## config.mk

```make
export PLATFORM = sky130hd
export DESIGN_NAME = term
export DESIGN_NICKNAME = d
export VERILOG_FILES = /design/src/rtl/term.sv
export SDC_FILE = /design/constraint.sdc
export NUM_CORES = 1
export LEC_CHECK = 0
export BUFFER_PORTS_ARGS = -buffer_cell sky130_fd_sc_hd__buf_2
export CAP_MARGIN = 5
export CELL_PAD_IN_SITES_DETAIL_PLACEMENT = 0
export CELL_PAD_IN_SITES_GLOBAL_PLACEMENT = 1
export CORE_MARGIN = 5
export CORE_UTILIZATION = 46
export CTS_CLUSTER_DIAMETER = 100
export DETAILED_ROUTE_END_ITERATION = 12
export GPL_TIMING_DRIVEN = 0
export PLACE_DENSITY = 0.87
export SETUP_SLACK_MARGIN = 0.1
export SYNTH_ARGS = -nofsm -noshare
export SYNTH_HDL_FRONTEND = slang
export SYNTH_SLANG_ARGS = --single-unit
```

## constraint.sdc

```tcl
create_clock -name clk -period 8.7 [get_ports clk]
set_input_delay 1.74 -clock clk [delete_from_list [all_inputs] [get_ports clk]]
set_output_delay 1.74 -clock clk [all_outputs]
set_load 0.02 [all_outputs]
```

## src/rtl/term.sv

```systemverilog
// LED animation engine: synchronised buttons set the speed level, the switches pick the
// pattern, and an IR pause line freezes stepping. Seven-segment status digits are active-low.
module term #(
  parameter int unsigned TICK_DIV = 5_000_000
) (
  input  logic       clk,
  input  logic       reset,
  input  logic       up,
  input  logic       down,
  input  logic       sw1,
  input  logic       sw2,
  input  logic       sw3,
  input  logic       IRDA,
  output logic [9:0] led,
  output logic [6:0] hex0,
  output logic [6:0] hex1,
  output logic [6:0] hex2,
  output logic [6:0] hex3,
  output logic [6:0] hex4,
  output logic [6:0] hex5
);

  localparam int unsigned CW = $clog2(TICK_DIV * 8 + 1);

  typedef enum logic [1:0] {
    M_OFF    = 2'd0,
    M_RUN    = 2'd1,
    M_BOUNCE = 2'd2,
    M_FILL   = 2'd3
  } mode_e;

  logic          up_meta_q, up_sync_q, up_hist_q;
  logic          dn_meta_q, dn_sync_q, dn_hist_q;
  logic          ir_meta_q, ir_sync_q;
  logic [3:0]    level_q, level_d;
  logic [CW-1:0] cnt_q, cnt_d;
  logic [4:0]    pos_q, pos_d;
  mode_e         mode, mode_prev_q;

  logic          up_ev, dn_ev, paused;
  logic [CW-1:0] period;
  logic [4:0]    pos_last;

  always_comb begin
    if (sw1)      mode = M_RUN;
    else if (sw2) mode = M_BOUNCE;
    else if (sw3) mode = M_FILL;
    else          mode = M_OFF;
  end

  assign up_ev  = up_hist_q & ~up_sync_q;
  assign dn_ev  = dn_hist_q & ~dn_sync_q;
  assign paused = ~ir_sync_q;
  assign period = CW'(TICK_DIV * (32'd9 - 32'(level_q)));

  always_comb begin
    case (mode)
      M_RUN:    pos_last = 5'd9;
      M_BOUNCE: pos_last = 5'd17;
      M_FILL:   pos_last = 5'd10;
      default:  pos_last = 5'd0;
    endcase
  end

  always_comb begin
    level_d = level_q;
    if (up_ev && !dn_ev && level_q != 4'd8)
      level_d = level_q + 4'd1;
    else if (dn_ev && !up_ev && level_q != 4'd1)
      level_d = level_q - 4'd1;
  end

  // Mode is decoded straight from the switches so the display is valid during reset;
  // mode_prev_q only exists to spot a switch change and restart the pattern.
  always_comb begin
    cnt_d = cnt_q;
    pos_d = pos_q;
    if (mode != mode_prev_q || mode == M_OFF) begin
      cnt_d = '0;
      pos_d = '0;
    end else if (level_d != level_q) begin
      cnt_d = '0;
    end else if (!paused) begin
      if (cnt_q == period - CW'(1)) begin
        cnt_d = '0;
        pos_d = (pos_q == pos_last) ? 5'd0 : pos_q + 5'd1;
      end else begin
        cnt_d = cnt_q + CW'(1);
      end
    end
  end

  always_ff @(posedge clk or negedge reset) begin
    if (!reset) begin
      up_meta_q   <= 1'b1;
      up_sync_q   <= 1'b1;
      up_hist_q   <= 1'b1;
      dn_meta_q   <= 1'b1;
      dn_sync_q   <= 1'b1;
      dn_hist_q   <= 1'b1;
      ir_meta_q   <= 1'b1;
      ir_sync_q   <= 1'b1;
      level_q     <= 4'd4;
      cnt_q       <= '0;
      pos_q       <= '0;
      mode_prev_q <= M_OFF;
    end else begin
      up_meta_q   <= up;
      up_sync_q   <= up_meta_q;
      up_hist_q   <= up_sync_q;
      dn_meta_q   <= down;
      dn_sync_q   <= dn_meta_q;
      dn_hist_q   <= dn_sync_q;
      ir_meta_q   <= IRDA;
      ir_sync_q   <= ir_meta_q;
      level_q     <= level_d;
      cnt_q       <= cnt_d;
      pos_q       <= pos_d;
      mode_prev_q <= mode;
    end
  end

  logic [10:0] one_hot;
  assign one_hot = 11'd1 << pos_q;

  always_comb begin
    led = '0;
    case (mode)
      M_RUN:    led = one_hot[9:0];
      M_BOUNCE: led = (pos_q <= 5'd9) ? one_hot[9:0] : (10'd1 << (5'd18 - pos_q));
      M_FILL:   led = 10'(one_hot - 11'd1);
      default:  led = '0;
    endcase
  end

  function automatic logic [6:0] seg7(input logic [3:0] d);
    case (d)
      4'd0:    seg7 = 7'h40;
      4'd1:    seg7 = 7'h79;
      4'd2:    seg7 = 7'h24;
      4'd3:    seg7 = 7'h30;
      4'd4:    seg7 = 7'h19;
      4'd5:    seg7 = 7'h12;
      4'd6:    seg7 = 7'h02;
      4'd7:    seg7 = 7'h78;
      4'd8:    seg7 = 7'h00;
      4'd9:    seg7 = 7'h10;
      default: seg7 = 7'h7F;
    endcase
  endfunction

  logic [4:0] pos_mod10;
  assign pos_mod10 = (pos_q >= 5'd10) ? pos_q - 5'd10 : pos_q;

  assign hex0 = seg7(level_q);
  assign hex1 = 7'h7F;
  assign hex2 = seg7({2'b00, mode});
  assign hex3 = 7'h7F;
  assign hex4 = seg7(pos_mod10[3:0]);
  assign hex5 = paused ? 7'h0C : 7'h7F;

endmodule

```

# == Word-level counts from Yosys, hierarchy flattened ==
# Memory sizes are Yosys's and may differ from the RTL's.
# Cells that the tools add are included.
# classes
n_shift,2
n_bitwise,4
addsub,9
order_cmp,2
n_eq_ne,10
mul,1
n_reduce_logical,12
mux,20
# ops
cell,count
26-bit 2-to-1 mux,4
17-bit by 32-bit multiplier with 20-bit output (first input constant),1
10-bit one-hot mux with 3 select lines,1
7-bit one-hot mux with 4 select lines,1
26-bit by 1-bit adder with 26-bit output (second input constant),1
26-bit == test,1
26-bit by 1-bit subtractor with 26-bit output (second input constant),1
5-bit 2-to-1 mux,5
1-bit by 5-bit left shift with 10-bit output (first input constant),2
5-bit one-hot mux with 3 select lines,1
4-bit 2-to-1 mux,3
10-bit 2-to-1 mux,1
10-bit by 1-bit subtractor with 10-bit output (second input constant),1
7-bit 2-to-1 mux,1
2-bit 2-to-1 mux,3
5-bit by 1-bit adder with 5-bit output (second input constant),1
5-bit == test,1
5-bit by 4-bit greater-or-equal comparator with 1-bit output (second input constant),1
5-bit by 4-bit <= comparator with 1-bit output (second input constant),1
4-bit by 4-bit subtractor with 5-bit output (first input constant),1
5-bit subtractor (first input constant),1
4-bit by 1-bit adder with 4-bit output (second input constant),1
2-bit == test (second input constant),2
1-bit logical AND,4
16 further kinds,20
# word_totals
romBits,224
memories,2
word_cells,74
reg_bits,45
output_inout_bits,52
inputBits,8
# mem_list
name,words,word_bits,rd,rd_clocked_by_memory_dff,write_ports,line_no,source
(no name shown),16,7,1,0,0,137,case (d)
(no name shown),16,7,1,0,0,137,

# == Depth between registers and ports, before layout ==
# logic_depth
depth_word,11
depth_mapped,28
ltp_nobuf,25

# == Least setup slack after synthesis ==
# Ideal clock, no wire load.
# synth_timing
kind,register to register
from,register level_q[1]
to,register cnt_q[16]
arrival_ns,6.928
setup_time_ns,0.138
slack_ns,1.634
n_path_buf,2
stages_incl_launch_ff,25
required_ns,8.562
cell_sequence,dfrtp_1 -> clkbuf_1 -> nor2_1 -> nor2b_1 -> ha_1 -> ha_1 -> ha_1 -> inv_1 -> fa_1 -> inv_1 -> ha_1 -> fa_1 -> ha_1 -> or2_1 -> o22ai_2 -> mux2i_1 -> o221ai_1 -> or4_1 -> o22a_1 -> or3_1 -> a2111o_1 -> and4bb_1 -> nand2b_1 -> buf_4 -> o311ai_1
# synth_between
elab_chain_cells,8
elab_cells_between_ends,18
# synth_lines
element,line_no,source
from (decl),35,"logic [3:0] level_q, level_d;"
from (signal assigned),116,level_q <= level_d;
4-bit by 4-bit subtractor with 5-bit output,54,assign period = CW'(TICK_DIV * (32'd9 - 32'(level_q)));
17-bit by 32-bit multiplier with 20-bit output,54,
26-bit by 1-bit subtractor with 26-bit output,84,if (cnt_q == period - CW'(1)) begin
26-bit == test,84,
26-bit 2-to-1 mux,84,
26-bit 2-to-1 mux,83,end else if (!paused) begin
26-bit 2-to-1 mux,81,end else if (level_d != level_q) begin
26-bit 2-to-1 mux,78,if (mode != mode_prev_q || mode == M_OFF) begin
to (signal assigned),117,cnt_q <= cnt_d;
to (decl),36,"logic [CW-1:0] cnt_q, cnt_d;"
# Several ways; a longest one is shown, not always the timed one. The select of a mux whose other input is x is not followed.
# A chain may end at the register's enable or synchronous reset.

# == Worst setup path after layout ==
# layout_timing
from,register level_q[1]
to,register cnt_q[9]
# The elaborated chain is that of the path after synthesis.

==> metrics.txt <==
Routed Antenna Nets=0; synth-to-layout area growth=10.4%; Worst Path Required=8.86 ns; n_diodes=0; Yosys reg bits=45; Die Y=129 um; Hold WC Path Type=reg2reg; Min Hold Slack=0.355 ns; IO Pins=60; Post-CTS Setup Bufs=0; DRT iter0 DRCs=424; number of synthesized flops with an enable pin=0; Synth cell types=77; Initial DRT Pass Iterations=5; dpl ws=0.495 ns; Via Count=5771; CP max FO=10; Ys Warns=0; final WL=15200 um; Synth Instances=814; std cell rows=43; commonest non-fill, non-tap cell in the layout=ha_1; largest net degree at the start of global routing=46; initial core utilization=46.8%; worst-skew pair later-pin latency=0.29 ns; PortBufs=42; Clock Tree Buf Depth=2; unrepaired setup endpoints after global routing=false; Final setup viols=0; HPWL after DPL=11900 um; clock slew at reported path FFs=0.06 ns; clk sinks=45; core area=13900 um2; root buffer cell=clkbuf_16; RD Place Congestion=0.855; Setup TNS=0 ns; worst slew pin tran=1.03 ns; Avg Vias per Cell=5.45; gr ovfl total=0; FMAX=126 MHz; residual DRC count=0; first-pass GRT wire length=25000 um; post-synthesis area per instance=7.97 um2; post-route minimum period=7.94 ns; initial antenna violation count=0; Main synth FF type=dfrtp_1; H-tree Lvls=2; PnR worst setup slack=0.759 ns; ys async rst share=100%; CP Capture Type=flop; Setup CP Type=reg2reg; final-report hold violation count=0; DR WL/cell=14.4 um; Final nets=994; status=complete, no violations; Final Cycle Share=91.3%; Worst Path Arrival=8.10 ns; TritonCTS Buffers=5; CTS tree=built; Layout Skew=0.00749 ns; synthesized cell area=6490 um2; Worst slew margin=31.4%; most frequent cells in the layout=ha_1, nand2_1, inv_1; DP Cell Count=1051; Die Area=16600 um2; Pins Over Slew Limit=0; non-filler cells in the finished layout=1059; number of global-route vias before repair=5163; layout cell share with drive strength beyond 1=12.2%; Worst setup SP type=flop; Die X=129 um; Max-Cap Viols=0; cts hold-fix bufs=0; GRT Total Usage=18.0%; sequential-to-total area share from yosys stat=17.5%
-- registers in the layout, indices dropped and copies added, names as in the netlist --
signal,flops
ir_meta_q,1
up_meta_q,1
ir_sync_q,1
pos_q,5
mode_prev_q,2
cnt_q,26
up_hist_q,1
dn_sync_q,1
dn_meta_q,1
up_sync_q,1
level_q,4
dn_hist_q,1
-- synthesized netlist by cell type (4+ instances only) --
library cell	count	area share, %
nor3b_1	7	0.81
a31oi_1	12	1.2
nor2b_1	10	0.96
nand4_1	10	0.96
o22ai_1	5	0.48
xor2_1	25	3.4
or3_1	6	0.58
a211oi_1	4	0.46
fa_1	16	4.9
a22o_1	5	0.67
and3_1	15	1.4
o21ai_1	9	0.69
buf_4	25	2.9
o21bai_1	4	0.46
mux2i_1	15	2.3
nor3_1	17	1.3
nand2_1	77	4.5
a21oi_1	49	3.8
nand2b_1	7	0.67
ha_1	92	18
o21ai_0	27	2.1
nand3_1	51	3.9
nor4_1	5	0.48
nand3b_1	5	0.58
or2_2	7	0.67
nor2_1	48	2.8
o311ai_1	7	0.94
dfrtp_1	36	14
xnor2_1	44	5.9
a21o_1	10	1.2
inv_1	67	3.9
dfstp_2	9	3.6
clkbuf_1	26	1.5
-- area by class of cell --
| class | instances | area (um2) |
|---|---|---|
| buffer | 54 | 300 |
| clock buffer | 7 | 143 |
| clock inverter | 1 | 30.0 |
| fill | 1381 | 6720 |
| inverter | 68 | 255 |
| multi-input combinational | 662 | 4860 |
| sequential | 45 | 1140 |
| tap | 180 | 225 |
| timing repair buffer | 42 | 210 |
-- worst paths after layout --
path                       slack (ns)                 start  depth (start not counted)                     to
max                              0.76  level_q[1]$_DFF_PN0_                         25   cnt_q[9]$_DFFE_PN0P_
min                              0.36   ir_meta_q$_DFF_PN1_                          0    ir_sync_q$_DFF_PN1_
max reg2reg                      0.76  level_q[1]$_DFF_PN0_                         25   cnt_q[9]$_DFFE_PN0P_
min reg2reg                      0.36   ir_meta_q$_DFF_PN1_                          0    ir_sync_q$_DFF_PN1_
max in group asynchronous        6.43                 reset                          1   level_q[3]$_DFF_PN0_
min in group asynchronous        1.63                 reset                          1  cnt_q[18]$_DFFE_PN0P_
-- through the flow --
stage	utilization [%]	area (um2)
3_5_place_dp	50.3	6980
3_3_place_gp	50.3	6980
4_1_cts	51.6	7160
2_1_floorplan	-	6550
5_1_grt	51.6	7170
6_report	51.6	7170
-- worst max-delay path, stage by stage, from the launching register on --
cell      delay (ns)
dfrtp_1         0.59
clkbuf_1        0.44
inv_1           0.20
ha_1            0.32
xor2_2          0.37
ha_1            0.35
ha_1            0.30
ha_1            0.14
inv_1           0.05
fa_1            0.54
inv_1           0.05
ha_1            0.29
fa_1            0.49
ha_1            0.28
or2_1           0.28
o22ai_2         0.18
mux2i_1         0.27
o221ai_1        0.31
or4_1           0.54
o22a_1          0.22
or3_1           0.33
a2111o_1        0.41
and4bb_1        0.41
nand2b_1        0.14
buf_4           0.18
o311ai_1        0.12
-- cell families (layout without fill, tap and decap cells) --
family / Yosys count / after routing / synth area share, %
xor+xnor: 70 / 70 / 9.68
mux: 15 / 15 / 2.31
buf+inv: 122 / 172 / 8.56
other cells: 2 / 17 / 0.116
compound gates: 171 / 171 / 17.4
simple gates: 281 / 281 / 21.7
flops: 45 / 45 / 17.5
fa+ha+maj: 108 / 108 / 22.7
-- metal layers --
metal  vias to the layer above  track usage [%]  part of all wire [%]
li1                       2960                -                     -
met1                      2698             26.4                    49
met2                       104             28.9                    47
met3                         9             1.25                   3.0
met4                         0             4.69                  0.96
met5                         -                0                     0
-- repair_timing --
action,in CTS,in global routing
endpoints found under the setup margin,0,17
endpoints found under the hold margin,0,0
resized for setup,0,2
Power is left out: the tool's default activity adds up to more than one toggle a clock period on the data nets, which glitch-free logic cannot reach.
